--- config.mk ---
export PLATFORM = sky130hd
export DESIGN_NAME = dmem_port_arbiter
export DESIGN_NICKNAME = d
export VERILOG_FILES = /design/src/rtl/dmem_port_arbiter.sv
export SDC_FILE = /design/constraint.sdc
export NUM_CORES = 1
export LEC_CHECK = 0
export ABC_AREA = 1
export CELL_PAD_IN_SITES_DETAIL_PLACEMENT = 0
export CELL_PAD_IN_SITES_GLOBAL_PLACEMENT = 2
export CORE_AREA = 2 2 119 121
export CTS_CLUSTER_DIAMETER = 50
export DETAILED_ROUTE_END_ITERATION = 10
export DIE_AREA = 0 0 121 123
export DONT_BUFFER_PORTS = 1
export PLACE_DENSITY = 0.57
export SLEW_MARGIN = 10
export SYNTH_ARGS = -nofsm -noshare
export SYNTH_HDL_FRONTEND = slang
export SYNTH_SLANG_ARGS = --single-unit
--- constraint.sdc ---
create_clock -name clk -period 1.65 [get_ports clk]
set_input_delay 0.33 -clock clk [delete_from_list [all_inputs] [get_ports clk]]
set_output_delay 0.33 -clock clk [all_outputs]
set_load 0.02 [all_outputs]
--- src/rtl/dmem_port_arbiter.sv ---
// Data-memory port arbiter: core-favoured sharing with an auxiliary requester,
// starvation-bounded auxiliary access, and read-response routing to the issuer.
package dmem_pkg;
    typedef enum logic [1:0] {
        MEM_DISABLED = 2'd0,
        MEM_READ     = 2'd1,
        MEM_WRITE    = 2'd2
    } memaccess_t;
endpackage

module dmem_port_arbiter
    import dmem_pkg::*;
#(
    parameter int unsigned MAX_WAIT = 4
) (
    input  logic             clk,
    input  logic             rst,
    input  memaccess_t       core_memaccess,
    input  logic [29:0]      core_word_addr,
    input  logic [3:0]       core_wstrb,
    input  logic [31:0]      core_wdata,
    output logic             core_stall,
    output logic             core_rvalid,
    output logic [31:0]      core_rdata,
    output logic             core_fault,
    input  logic             aux_req,
    input  logic             aux_write,
    input  logic [29:0]      aux_word_addr,
    input  logic [3:0]       aux_wstrb,
    input  logic [31:0]      aux_wdata,
    output logic             aux_gnt,
    output logic             aux_rvalid,
    output logic [31:0]      aux_rdata,
    output logic             aux_fault,
    output memaccess_t       mem_memaccess,
    output logic [29:0]      mem_word_addr,
    output logic [3:0]       mem_wstrb,
    output logic [31:0]      mem_wdata,
    input  logic [31:0]      mem_rdata,
    input  logic             mem_fault
);

    typedef enum logic {CORE_PRI, AUX_PRI} pri_e;

    localparam logic [3:0] MAX_W = 4'(MAX_WAIT);

    pri_e        pri_q, pri_d;
    logic [3:0]  wait_q, wait_d;
    logic        rsp_v_q, rsp_v_d;
    logic        rsp_own_q, rsp_own_d;   // 1 = auxiliary owns the pending read
    logic        core_act;
    logic        core_gnt;
    memaccess_t  aux_ma;

    always_comb begin
        core_act = core_memaccess != MEM_DISABLED;
        aux_ma   = aux_write ? MEM_WRITE : MEM_READ;
        core_gnt = 1'b0;
        aux_gnt  = 1'b0;
        if (!rst) begin
            if (pri_q == AUX_PRI && aux_req) aux_gnt  = 1'b1;
            else if (core_act)               core_gnt = 1'b1;
            else if (aux_req)                aux_gnt  = 1'b1;
        end
        core_stall = !rst && core_act && !core_gnt;

        mem_memaccess = MEM_DISABLED;
        mem_word_addr = '0;
        mem_wstrb     = '0;
        mem_wdata     = '0;
        if (aux_gnt) begin
            mem_memaccess = aux_ma;
            mem_word_addr = aux_word_addr;
            mem_wstrb     = aux_wstrb;
            mem_wdata     = aux_wdata;
        end else if (core_gnt) begin
            mem_memaccess = core_memaccess;
            mem_word_addr = core_word_addr;
            mem_wstrb     = core_wstrb;
            mem_wdata     = core_wdata;
        end

        core_fault = core_gnt && mem_fault;
        aux_fault  = aux_gnt && mem_fault;

        // AUX_PRI lasts exactly one cycle: either aux is granted or it has gone away.
        pri_d  = pri_q;
        wait_d = wait_q;
        if (pri_q == AUX_PRI) begin
            pri_d  = CORE_PRI;
            wait_d = '0;
        end else if (aux_gnt) begin
            wait_d = '0;
        end else if (aux_req && wait_q != MAX_W) begin
            wait_d = 4'(wait_q + 4'd1);
            if (wait_d == MAX_W) pri_d = AUX_PRI;
        end

        rsp_v_d   = mem_memaccess == MEM_READ;
        rsp_own_d = aux_gnt;

        core_rvalid = !rst && rsp_v_q && !rsp_own_q;
        aux_rvalid  = !rst && rsp_v_q && rsp_own_q;
        core_rdata  = mem_rdata;
        aux_rdata   = mem_rdata;
    end

    always_ff @(posedge clk) begin
        if (rst) begin
            pri_q     <= CORE_PRI;
            wait_q    <= '0;
            rsp_v_q   <= 1'b0;
            rsp_own_q <= 1'b0;
        end else begin
            pri_q     <= pri_d;
            wait_q    <= wait_d;
            rsp_v_q   <= rsp_v_d;
            rsp_own_q <= rsp_own_d;
        end
    end

endmodule

## Word-level counts from Yosys, hierarchy flattened

Cells that the tools add are included.

| storage, ports and cells | value |
|---|---|
| input bits | 171 |
| word-level logic and storage cells | 41 |
| register bits | 7 |
| output and inout port bits | 138 |

| cells by class | value |
|---|---|
| mux-type cells | 17 |
| $add $sub $neg | 1 |
| equality and inequality tests | 3 |
| bitwise logic cells | 1 |
| reduce and logical (&&, ||, !) cells | 15 |

Operators by type and width:

| operator | number |
|---|---|
| 32-bit two-way mux | 2 |
| 30-bit two-way mux | 2 |
| 1-bit logical AND | 9 |
| 1-bit two-way mux | 8 |
| 4-bit two-way mux | 2 |
| 2-bit two-way mux | 3 |
| 4-bit by 1-bit adder with 4-bit output, second input constant | 1 |
| 4-bit by 3-bit equality test with 1-bit output, second input constant | 1 |
| 4-bit by 3-bit inequality test with 1-bit output, second input constant | 1 |
| 4-bit OR reduction | 1 |
| 1-bit zero test | 3 |
| 3-bit OR reduction | 1 |
| 2-bit by 1-bit equality test with 1-bit output, second input constant | 1 |
| 2-bit nonzero test | 1 |
| 1-bit NOT | 1 |

## Depth between registers and ports, before layout

| logic depth | value |
|---|---|
| depth after elaboration | 7 |
| mapped depth | 9 |
| depth with buffers taken out | 8 |

## Worst setup path after synthesis

No wires, ideal clock.

| timing | value |
|---|---|
| path kind | input-to-output |
| start point | input core_memaccess[1] |
| end point | output mem_word_addr[13] |
| arrival | 1147 ps |
| buffers on the path | 1 |
| path slack | 173 ps |
| stages on the path | 8 |
| data required time | 1320 ps |
| cell sequence | nor2_2 > nand2_2 > nand2_4 > nand2_4 > clkinv_2 > buf_2 > nand2_1 > nand2_1 |

| between the ends | value |
|---|---|
| elaborated cells on any way between the ends | 9 |
| classes of those cells | 8 x mux; 1 x reduce/logical |

RTL lines:

| item | line | source |
|---|---|---|
| from (decl) | 18 | `input memaccess_t core_memaccess,` |
| 2-bit nonzero test | 56 | `core_act = core_memaccess != MEM_DISABLED;` |
| 1-bit two-way mux | 62 | `else if (core_act) core_gnt = 1'b1;` |
| 1-bit two-way mux | 61 | `if (pri_q == AUX_PRI && aux_req) aux_gnt = 1'b1;` |
| 1-bit two-way mux | 60 | `if (!rst) begin` |
| named net aux_gnt | 31 | `output logic aux_gnt,` |
| 30-bit two-way mux | 71 | `if (aux_gnt) begin` |
| to (decl) | 36 | `output logic [29:0] mem_word_addr,` |

The timed path passes the listed nets, and every way through them passes these cells.

## Worst setup path in the final report

| timing | value |
|---|---|
| start point | register pri_q |
| end point | output mem_word_addr[23] |

| between the ends | value |
|---|---|
| word-level cells in the longest chain between the ends | 5 |
| elaborated cells on any way between the ends | 7 |
| classes of those cells | 6 x mux; 1 x reduce/logical |

Ends and longest elaborated chain:

| item | line | source |
|---|---|---|
| from (decl) | 47 | `pri_e pri_q, pri_d;` |
| from (signal assigned) | 115 | `pri_q <= pri_d;` |
| 1-bit logical AND * | 61 |  |
| 1-bit two-way mux | 61 |  |
| 1-bit two-way mux | 60 |  |
| 30-bit two-way mux | 76 | `end else if (core_gnt) begin` |
| 30-bit two-way mux * | 71 |  |

Every way passes the cells marked *; elsewhere a longest branch is shown, timed or not.

==> flow_summary.yaml <==
sta:
  setup_viol: 0
  hold_viol: 0
  rsz0062_at_grt: "true"
  relSlewSlack: 0.714
  fin_crit_sh: 0.994
  fin_ws_ns: 0.0106
  drv_slew: 0
  tightestPinTransition_ns: 0.427
  final.setup_skew_ns: 0.00647
  finalCriticalPeriod_ns: 1.64
  max_freq_ghz: 0.610
clock_tree:
  cts_tree: "done"
  cts_buffers: 3
  cts.clk_slew.worst_paths_ns: 0.04
  cts-root-buf: "clkbuf_16"
  max-clock-path-buffers: 2
  h-tree-depth: 1
  clk_latency_ns: 0.23
  cts.sinks: 7
synth:
  yosysSeqAreaShare: 0.0779
  synthAdderAreaFrac: 0.0139
  synth_top_family_by_area: "simple AND/OR/NAND/NOR gates"
  synth_simple_gate_area_frac: 0.529
  synth_compound_area_frac: 0.0111
  yosys_warnings: 0
  netlist_area_um2: 1800
  ys_ff_latch: 7
  postSynthAreaPerCell_um2: 5.24
  synthesis.nets: 516
  synthMuxAreaShare: 0
  synthCells: 343
  synth-xor-area-share: 0.00487
  ys_types: 21
detailed_routing:
  drcViolationCount: 0
  wirelength_mm: 7.83
  wire_per_inst_um: 16.5
  drt_iter0_markers: 42
  vias: 1902
  antenna_left: 0
  drt_first_pass_iters: 4
  vias_per_cell: 4.01
power_and_ir_drop:
  cellPowerDensity_nw_per_um2: 457
  power.leakage_nw: 1.18
  ir_drop_uv: 238
setup_path:
  path_max_fanout: 7
  worstPathRequired_ns: 1.32
  crit_arrival_ns: 1.31
  critPathKind: "reg -> out"
  r2r_cells: 7
  endpoint_kind: "primary output"
  reg2reg_to: "wait_q[3]"
  start_kind: "flop"
  rrSetupSlack_ns: 0.35
  worstSetupStartpoint: "pri_q"
  cp-endpoint: "mem_word_addr[23]"
  r2r-start: "wait_q[0]"
placed_design:
  dp_hpwl_mm: 4.17
  place_congestion: 0.701
  portBuffers: 0
  post-place-ws_ns: 0.0536
  dpl_cell_area_um2: 1530
global_route:
  gr-usage-met1: 0.0540
  grt_pass1_wl_mm: 6.56
  grt_overflow: 0
  grt_use_met3: 0.0175
  grt_pass1_vias: 1436
  met2_usage: 0.107
  grt_usage: 0.0558
  grt_max_degree: 39
  antenna_found_initial: 0
  top_usage_layer: "met2"
die:
  fp.dieW_um: 121
  row_count: 43
  coreArea_um2: 13600
  die_h_um: 123
  die_area_um2: 14900
  start_util: 0.132
  io_pins: 309
min_path:
  min_path_type: "in -> reg"
  min_path_cells: 2
layout:
  drive_gt1_frac: 0.531
  synthToLayoutAreaGrowth_pct: 39.6
  num_antenna_cells: 0
  postLayoutCellArea_um2: 2510
  finalNetCount: 468
status:
  outcome: "finished clean"
flow_run:
  cap_violations: 0
power breakdown:
group | switching (mW) | internal (mW) | total (mW)
combinational | 0.376 | 0.175 | 0.552
clock | 0.0965 | 0.318 | 0.415
sequential | 0.00512 | 0.176 | 0.181
total | 0.478 | 0.669 | 1.15
timing repair:
action	in CTS	in global routing
pin swaps	0	41
setup buffers	0	2
cloned	0	16
setup endpoints to repair	68	68
gates resized for setup	72	102
hold buffers	0	0
area by class of cell:
| type | instances | area, um^2 |
|---|---|---|
| fillers | 1535 | 11100 |
| multi-input cells | 242 | 1550 |
| flip-flops and latches | 7 | 141 |
| clock buffers | 3 | 75.1 |
| repair inverters | 1 | 11.3 |
| clock inverters | 1 | 5.00 |
| repair buffers | 24 | 418 |
| well taps | 180 | 225 |
| inverters | 16 | 85.1 |
worst min path at each step:
stage / from / endpoint / slack, ns
after floorplan: wait_q[3] / wait_q[3] / 0.46
after global placement: wait_q[3] / wait_q[3] / 0.47
after detailed placement: wait_q[3] / wait_q[3] / 0.48
after CTS: aux_req / pri_q / 0.25
after global routing: aux_req / pri_q / 0.27
final: aux_req / pri_q / 0.25
flip-flops by register name, summed over array words and instances (netlist names):
signal	flops
rsp_own_q	1
wait_q	4
pri_q	1
rsp_v_q	1
critical path, stage by stage, from the launching register on:
cell and delay (ns):
dfxtp_2 0.32, nand2_4 0.09, nand2_4 0.08, nand2_8 0.12, clkinv_8 0.11, clkbuf_16 0.19
nand2_2 0.08, nand2_4 0.08
cells in the mapped netlist, drive strengths merged:
library cell / count / area, um^2
clkbuf: 1 / 3.75
xor2: 1 / 8.76
inv: 15 / 56.3
clkinv: 1 / 5.00
nand3: 5 / 30.0
ha: 2 / 25.0
nand4: 3 / 18.8
nor2: 6 / 25.0
a21oi: 4 / 20.0
nor3: 2 / 10.0
dfxtp: 7 / 140
nand2: 219 / 867
buf: 77 / 588
cells by family (layout without fill, tap and decap cells):
family,Yosys count,in the layout
XOR/XNOR,1,1
adder cells (fa/ha/maj),2,2
AO/OA/AOI/OAI,4,4
buffers and inverters,94,45
AND/OR/NAND/NOR,235,235
flip-flops,7,7
per-layer routing:
| layer | up-vias | part of all wire |
|---|---|---|
| met4 | 0 | 0.023 |
| met3 | 20 | 0.071 |
| met2 | 147 | 0.55 |
| met1 | 870 | 0.35 |
| li1 | 865 | - |
| met5 | - | 0 |
layout by cell type, fill, tap and decap left out, types with 5 or more instances in the layout:
master / n
buf_4: 5
clkbuf_16: 12
dfxtp_1: 6
inv_1: 13
nand2_1: 98
nand2_2: 67
nand2_4: 53
nor2_1: 5
through the flow:
| step | std cells | hold WS (ns) | util | power, mW | setup TNS [ns] |
|---|---|---|---|---|---|
| 6_report | 474 | 0.255 | 0.184 | 1.15 | 0 |
| 5_1_grt | 474 | 0.272 | 0.184 | 1.22 | -1.05 |
| 4_1_cts | 456 | 0.249 | 0.132 | 1.01 | -0.0156 |
| 3_5_place_dp | 452 | 0.476 | 0.113 | 0.543 | 0 |
| 3_3_place_gp | 452 | 0.471 | 0.113 | 0.543 | 0 |
| 2_1_floorplan | 343 | 0.458 | - | 0.724 | 0 |
Note: power is estimated with default switching activity, not from simulation.
